File: src/rtl/bus_memory_responder_pkg.sv
// Shared coherence definitions: bus message codes, bus field positions,
// responder FSM encoding and the memory reset pattern.
package bus_memory_responder_pkg;

  typedef enum logic [1:0] {
    MSG_NOP        = 2'b00,
    MSG_READ_MISS  = 2'b01,
    MSG_WRITE_MISS = 2'b10,
    MSG_WRITE_BACK = 2'b11
  } msg_e;

  typedef enum logic [1:0] {
    ST_IDLE = 2'd0,
    ST_WAIT = 2'd1,
    ST_RESP = 2'd2
  } state_e;

  localparam int PROC_HI = 15;
  localparam int PROC_LO = 14;
  localparam int MSG_HI  = 13;
  localparam int MSG_LO  = 12;
  localparam int TAG_HI  = 11;
  localparam int TAG_LO  = 8;
  localparam int DATA_HI = 7;
  localparam int DATA_LO = 0;

  localparam int         MEM_DEPTH = 16;
  localparam logic [7:0] MEM_BASE  = 8'h10;

  function automatic logic [15:0] sat_inc(input logic [15:0] value);
    return (value == 16'hFFFF) ? value : value + 16'd1;
  endfunction

endpackage

File: src/rtl/bus_mem_array.sv
// 16 x 8 main-memory register file: reset loads MEM_BASE + index,
// one synchronous write port, one asynchronous read port.
module bus_mem_array
  import bus_memory_responder_pkg::*;
(
  input  logic       clock,
  input  logic       reset,
  input  logic       we,
  input  logic [3:0] waddr,
  input  logic [7:0] wdata,
  input  logic [3:0] raddr,
  output logic [7:0] rdata
);

  logic [7:0] mem [MEM_DEPTH];

  // NOTE: this array is reset on purpose -- main memory must come up with a
  // known pattern, so it is built from flops rather than an inferred RAM.
  always_ff @(posedge clock) begin
    if (reset) begin
      for (int i = 0; i < MEM_DEPTH; i++) mem[i] <= MEM_BASE + 8'(i);
    end else if (we) begin
      mem[waddr] <= wdata;
    end
  end

  assign rdata = mem[raddr];

endmodule

File: src/rtl/bus_memory_responder.sv
// Memory-side responder of the snooping coherence bus.
// Optional build macro BUSMEM_STATS_EN adds saturating event counters.
module bus_memory_responder
  import bus_memory_responder_pkg::*;
#(
  parameter int MEM_LATENCY = 2
) (
  input  logic        clock,
  input  logic        reset,
  input  logic [15:0] bus,
  input  logic        bus_valid,
  output logic        bus_ready,
  input  logic        snoop_hit,
  input  logic [7:0]  snoop_data,
  output logic        resp_valid,
  input  logic        resp_ready,
  output logic [1:0]  resp_proc,
  output logic [3:0]  resp_tag,
  output logic [7:0]  resp_data
`ifdef BUSMEM_STATS_EN
  ,
  output logic [15:0] stat_reads,
  output logic [15:0] stat_wbacks,
  output logic [15:0] stat_snoops
`endif
);

  localparam logic [3:0] LATENCY = 4'(MEM_LATENCY);

  state_e     state, state_next;
  logic [3:0] cnt;
  msg_e       bus_msg;
  logic       accept, is_miss;
  logic       mem_we;
  logic [3:0] mem_waddr;
  logic [7:0] mem_wdata, mem_rdata;

  assign bus_msg = msg_e'(bus[MSG_HI:MSG_LO]);
  assign accept  = (state == ST_IDLE) && bus_valid && bus_ready;
  assign is_miss = (bus_msg == MSG_READ_MISS) || (bus_msg == MSG_WRITE_MISS);

  // NOTE: every signal driven here gets a default first so no path leaves
  // it unassigned, which would otherwise infer a latch.
  always_comb begin
    state_next = state;
    mem_we     = 1'b0;
    mem_waddr  = bus[TAG_HI:TAG_LO];
    mem_wdata  = bus[DATA_HI:DATA_LO];
    unique case (state)
      ST_IDLE: begin
        if (accept && is_miss)                   state_next = ST_WAIT;
        if (accept && bus_msg == MSG_WRITE_BACK) mem_we     = 1'b1;
      end
      ST_WAIT: begin
        // An owning cache supplies the block: absorb it, drop the response.
        if (snoop_hit) begin
          mem_we     = 1'b1;
          mem_waddr  = resp_tag;
          mem_wdata  = snoop_data;
          state_next = ST_IDLE;
        end else if (cnt == 4'd0) begin
          state_next = ST_RESP;
        end
      end
      ST_RESP: if (resp_ready) state_next = ST_IDLE;
      default: state_next = ST_IDLE;
    endcase
  end

  // NOTE: state and outputs use non-blocking assignments so every flop
  // samples pre-edge values regardless of statement order.
  always_ff @(posedge clock) begin
    if (reset) begin
      state      <= ST_IDLE;
      bus_ready  <= 1'b0;
      resp_valid <= 1'b0;
      resp_proc  <= '0;
      resp_tag   <= '0;
      resp_data  <= '0;
      cnt        <= '0;
    end else begin
      state      <= state_next;
      bus_ready  <= (state_next == ST_IDLE);
      resp_valid <= (state_next == ST_RESP);
      if (accept && is_miss) begin
        resp_proc <= bus[PROC_HI:PROC_LO];
        resp_tag  <= bus[TAG_HI:TAG_LO];
        cnt       <= LATENCY;
      end
      if (state == ST_WAIT && !snoop_hit) begin
        if (cnt != 4'd0) cnt       <= cnt - 4'd1;
        else             resp_data <= mem_rdata;
      end
    end
  end

  bus_mem_array u_mem (
    .clock (clock),
    .reset (reset),
    .we    (mem_we),
    .waddr (mem_waddr),
    .wdata (mem_wdata),
    .raddr (resp_tag),
    .rdata (mem_rdata)
  );

`ifdef BUSMEM_STATS_EN
  always_ff @(posedge clock) begin
    if (reset) begin
      stat_reads  <= '0;
      stat_wbacks <= '0;
      stat_snoops <= '0;
    end else begin
      if (state == ST_RESP && resp_ready)       stat_reads  <= sat_inc(stat_reads);
      if (accept && bus_msg == MSG_WRITE_BACK)  stat_wbacks <= sat_inc(stat_wbacks);
      if (state == ST_WAIT && snoop_hit)        stat_snoops <= sat_inc(stat_snoops);
    end
  end
`endif

endmodule
File: config.mk
export PLATFORM = sky130hd
export DESIGN_NAME = bus_memory_responder
export DESIGN_NICKNAME = d
export VERILOG_FILES = /design/src/rtl/bus_memory_responder_pkg.sv /design/src/rtl/bus_mem_array.sv /design/src/rtl/bus_memory_responder.sv
export SDC_FILE = /design/constraint.sdc
export NUM_CORES = 1
export LEC_CHECK = 0
export ABC_AREA = 1
export ABC_CLOCK_PERIOD_IN_PS = 2800
export CELL_PAD_IN_SITES_DETAIL_PLACEMENT = 0
export CELL_PAD_IN_SITES_GLOBAL_PLACEMENT = 2
export CORE_ASPECT_RATIO = 1.75
export CORE_MARGIN = 10
export CORE_UTILIZATION = 37
export CTS_CLUSTER_SIZE = 14
export DETAILED_ROUTE_END_ITERATION = 6
export PLACE_DENSITY = 0.89
export SLEW_MARGIN = 0
export SYNTH_ARGS = -nofsm -noshare
export SYNTH_HDL_FRONTEND = slang
export SYNTH_SLANG_ARGS = --single-unit
File: constraint.sdc
create_clock -name clock -period 2.8 [get_ports clock]
set_input_delay 0.84 -clock clock [delete_from_list [all_inputs] [get_ports clock]]
set_output_delay 0.84 -clock clock [all_outputs]
set_load 0.03 [all_outputs]
# After elaboration in Yosys (flattened, before gate mapping)

Memory sizes are Yosys's and may differ from the RTL's. A register that Yosys moved wholly into a read port is not among the register bits.
Index checks and enable logic that the tools add are counted.

Input bits: 29
Memories kept: 1
Bits in writable memories: 128
Bits in registers: 14
Logic and storage cells: 51

Memory list:

| memory    | depth | width | rd ports | clocked after Yosys merged registers in | wr ports | line                | source |
|---|---|---|---|---|---|---|---|
| u_mem.mem | 16    | 8     | 1        | 1                                       | 16       | bus_mem_array.sv:15 | `logic [7:0] mem [MEM_DEPTH];` |

Multiplexer cells: 23
Bitwise gates (word level): 1
Reduce and logical (&&, ||, !) cells: 13
Add/subtract/negate cells: 1
Equality and inequality tests: 6

Operators with widths:

| kind                                                                   | number |
|---|---|
| 4-bit 2-to-1 mux                                                       | 6 |
| 8-bit 2-to-1 mux                                                       | 3 |
| 2-bit equality test (second input constant)                            | 4 |
| 1-bit 2-to-1 mux                                                       | 8 |
| 2-bit 2-to-1 mux                                                       | 4 |
| 8-bit OR reduction                                                     | 1 |
| 2-bit case mux with 3 select lines                                     | 1 |
| 1-bit logical AND                                                      | 5 |
| 2-bit by 1-bit equality test with 1-bit output (second input constant) | 2 |
| 2-bit zero test                                                        | 2 |
| 4-bit zero test                                                        | 1 |
| 4-bit nonzero test                                                     | 1 |
| 4-bit by 1-bit subtractor with 4-bit output (second input constant)    | 1 |
| 1-bit case mux with 2 select lines                                     | 1 |
| 2-bit AND reduction                                                    | 1 |
| 1-bit zero test                                                        | 1 |
| 1-bit logical OR                                                       | 1 |
| 1-bit NOT                                                              | 1 |

# Longest topological paths before layout

Depth after elaboration: 11
Mapped depth: 11

# By module

A second synthesis with hierarchy kept.

Cell total of the unflattened synthesis: 864
Area, all modules: 7380.8 µm²

Modules (own cells, without submodules):

| module               | cells an instance | area each (µm²) | sequential area each (µm²) | times used |
|---|---|---|---|---|
| bus_mem_array        | 726               | 6317.3          | 3843.7                     | 1 |
| bus_memory_responder | 138               | 1063.5          | 440.4                      | 1 |

# Least setup slack after synthesis

OpenSTA, ideal clock, no wires.

Kind: input to register
Start: input port bus[12]
End: memory u_mem.mem[11][0] (enable)
Arrival time: 1912 ps
Buffers on the path: 1
Required time: 2471 ps
Slack: 559 ps
Stages on the path: 8
Cells stage by stage: ha_1 > inv_1 > o21ai_1 > nand2_2 > inv_2 > buf_4 > nand3_2 > nand2_1

RTL lines:

| item               | line                       | source |
|---|---|---|
| start: declaration | bus_memory_responder.sv:10 | `input logic [15:0] bus,` |
| end: declaration   | bus_mem_array.sv:15        |  |

# Final worst setup path

Start: register resp_tag[3]
End: output port resp_tag[3]

RTL lines:

| item                     | line                       | source |
|---|---|---|
| start: declaration       | bus_memory_responder.sv:18 | `output logic [3:0] resp_tag,` |
| start signal: assignment | bus_memory_responder.sv:87 | `resp_tag <= bus[TAG_HI:TAG_LO];` |

No word-level cell between the ends.

==> metrics.md <==
| Metric | Value |
|---|---|
| Final GP Congestion | 0.840 |
| Later-pin clock latency in the skew report | 430 ps |
| Routed WL | 20.5 mm |
| CP Class | flop to primary output |
| Static Leakage | 0.00396 uW |
| Post-CTS setup buffers | 0 |
| CTS H-tree depth | 4 |
| Total CTS buffers | 17 |
| Max-cap violations | 0 |
| Largest net degree at the start of global routing | 65 |
| Final setup fails | 0 |
| Clock Sinks | 150 |
| Routed Antenna Nets | 0 |
| Top post-synthesis cells by area | edfxtp_1, nand2_1, nand3_1 |
| Max Fclk | 395 MHz |
| Global route overflow | 0 |
| Period utilization | 90.4% |
| Layout Cells excl Fill | 1185 |
| Worst path max stage delay | 750 ps |
| Post-Place Worst Slack | -104 ps |
| Core area | 19700 um2 |
| Hold Path Class | flop to flop |
| Slowest CP cell | clkdlybuf4s50_1 |
| Starting density of the core | 37.4% |
| First-iteration detailed-routing DRC count | 455 |
| Unique masters post-synth | 30 |
| DR WL/cell | 17.3 um |
| Synth Flop Type | edfxtp_1 |
| Vias | 5854 |
| Placed Cells | 1153 |
| Total GRT Usage | 15.9% |
| Root Buffer | clkbuf_16 |
| Global-route wire length before repair | 31.7 mm |
| Die X | 127 um |
| Final max-slew violation count | 0 |
| Final core occ | 47.5% |
| Crit path DAT | 1690 ps |
| Final HPWL DP | 14.5 mm |
| Power density over the cells | 594 nW/um2 |
| Synth Instances | 838 |
| Worst Path Required | 1960 ps |
| Max Root-Sink Buffers | 2 |
| Crit path launch type | flop |
| Max rail drop VDD | 432 uV |
| Relative max-transition margin | 53.1% |
| Area leader, netlist | edfxtp_1 |
| Via-to-Cell Ratio | 4.94 |
| Hold WS | 463 ps |
| RSZ-0062 raised after global routing | false |
| Yosys top cell area share | 52.3% |
| Worst Tran Pin Value | 704 ps |
| DRT Pass-1 Iters | 5 |
| Register bit total from synthesis | 150 |
| Clock slew at reported path FFs | 70 ps |
| Sequential fraction of the synthesis area | 58.3% |
| Vias in the first global route | 5912 |
| Initial antenna violation count | 0 |
| Layout cells sized above 1 | 15.0% |
| Crit path max-delay family | buffers and inverters |
| Chip Height | 206 um |
| Cell area after synthesis | 7350 um2 |
| Syn avg cell area | 8.77 um2 |
| Clk_skew | 8.27 ps |
| CP Cell Sequence | clkdlybuf4s50_1 |
| Area Growth Syn to Fin | 27.1% |
| Final Hold Fails | 0 |
| Nets@finish | 958 |
| Die area | 26100 um2 |
| Final Worst Setup Slack | 269 ps |
| Post-CTS Resized | 0 |
| Minimum clock period | 2530 ps |
| FFs w/ async S/R, synth | 0% |
| CTS tree | done |
| Number of synthesized flops with an enable pin | 128 |
| Placement row count | 68 |
| WP buf/inv | 1 |
| Hold-fix buffers, CTS | 0 |
| # DRC | 0 |
| Antenna Cells | 0 |
| Syn nets | 869 |
| Ys Warns | 0 |
| Port Buffers | 44 |
| Worst-path fanout max | 10 |
| IO Pins | 45 |
| Crit. End Element | primary output |
| Status | finished, final reports clean |
-- state kept, by name, indices dropped and copies added (netlist names) --
register / count
resp_proc: 2
state: 2
cnt: 4
resp_data: 8
bus_ready: 1
resp_valid: 1
resp_tag: 4
u_mem.mem: 128
-- worst reg2reg max path: cells and delay by family (launching register included) --
family / cells / cell delay (ps)
AOI/OAI and AO/OA: 1 / 340
buffers and inverters: 3 / 550
DFF: 1 / 330
and+or+nand+nor: 3 / 600
-- stage by stage --
| stage | TNS, ps | area [um2] | power (uW) |
|---|---|---|---|
| finish | 0 | 9340 | 5550 |
| global route | 0 | 9340 | 5730 |
| CTS | 0 | 9340 | 5590 |
| detailed placement | -4300 | 8700 | 3180 |
| global placement | -1160 | 8700 | 3180 |
| floorplan | 0 | 7350 | 2860 |
-- area by class of cell --
cell class / instances / area (um2)
Timing Repair Buffer: 119 / 1270
Clock buffer: 22 / 539
Multi-Input combinational cell: 545 / 2490
Sequential cell: 150 / 4290
Tap cell: 245 / 307
Clock inverter: 10 / 101
Inverter: 94 / 353
Fill cell: 1865 / 10300
-- per-layer routing --
metal / global-route usage (%) / share of wire, %
met4: 9.18 / 4.3
met1: 16.5 / 38
met5: 0 / 0
met2: 28.9 / 53
met3: 3.21 / 4.8
-- power by group --
group          switching (uW)  total (uW)  internal (uW)
logic                     401         633            232
registers                21.0        2490           2470
clock network             954        2430           1470
-- final timing paths --
| kind | startpoint | endpoint | slack (ps) | cells past startpoint |
|---|---|---|---|---|
| worst max-delay path | resp_tag[3]$_SDFFE_PP0P_ | resp_tag[3] | 270 | 1 |
| worst min-delay path | resp_proc[0]$_SDFFE_PP0P_ | resp_proc[0]$_SDFFE_PP0P_ | 460 | 2 |
| worst max register to register | resp_tag[2]$_SDFFE_PP0P_ | u_mem.mem[4][3]$_SDFFCE_PN0P_ | 650 | 7 |
| worst min register to register | resp_proc[0]$_SDFFE_PP0P_ | resp_proc[0]$_SDFFE_PP0P_ | 460 | 2 |
-- placed cells by master, fill, tap and decap left out, drive strengths merged --
| cell type | synthesis | final |
|---|---|---|
| nor3 | 6 | 6 |
| buf | 26 | 75 |
| nor2 | 111 | 111 |
| a21oi | 14 | 14 |
| clkinv | 0 | 6 |
| nand4 | 1 | 1 |
| nand2 | 235 | 235 |
| edfxtp | 128 | 128 |
| dfxtp | 22 | 22 |
| clkdlybuf4s50 | 0 | 44 |
| mux2i | 8 | 8 |
| bufinv | 0 | 1 |
| nand3 | 154 | 154 |
| nand3b | 1 | 1 |
| o21ai | 12 | 12 |
| inv | 94 | 97 |
| xor2 | 1 | 1 |
| clkbuf | 23 | 22 |
| ha | 2 | 2 |
-- cell usage after synthesis (5+ instances only) --
cell type	n
nand2_1	232
nand3_1	148
edfxtp_1	128
nor2_1	106
inv_1	88
clkbuf_1	23
dfxtp_1	22
buf_2	19
a21oi_1	14
o21ai_0	7
inv_2	6
nand3_2	6
mux2i_2	5
-- logic make-up after synthesis --
group,count (synthesis),synth area share (%)
AO/OA/AOI/OAI,26,2.18
XOR/XNOR,1,0.119
adder cells (fa/ha/maj),2,0.340
buffers and inverters,143,7.83
flip-flops,150,58.3
multiplexers,8,1.34
AND/OR/NAND/NOR,508,29.9
No activity file was read; power rests on OpenSTA's default activity.
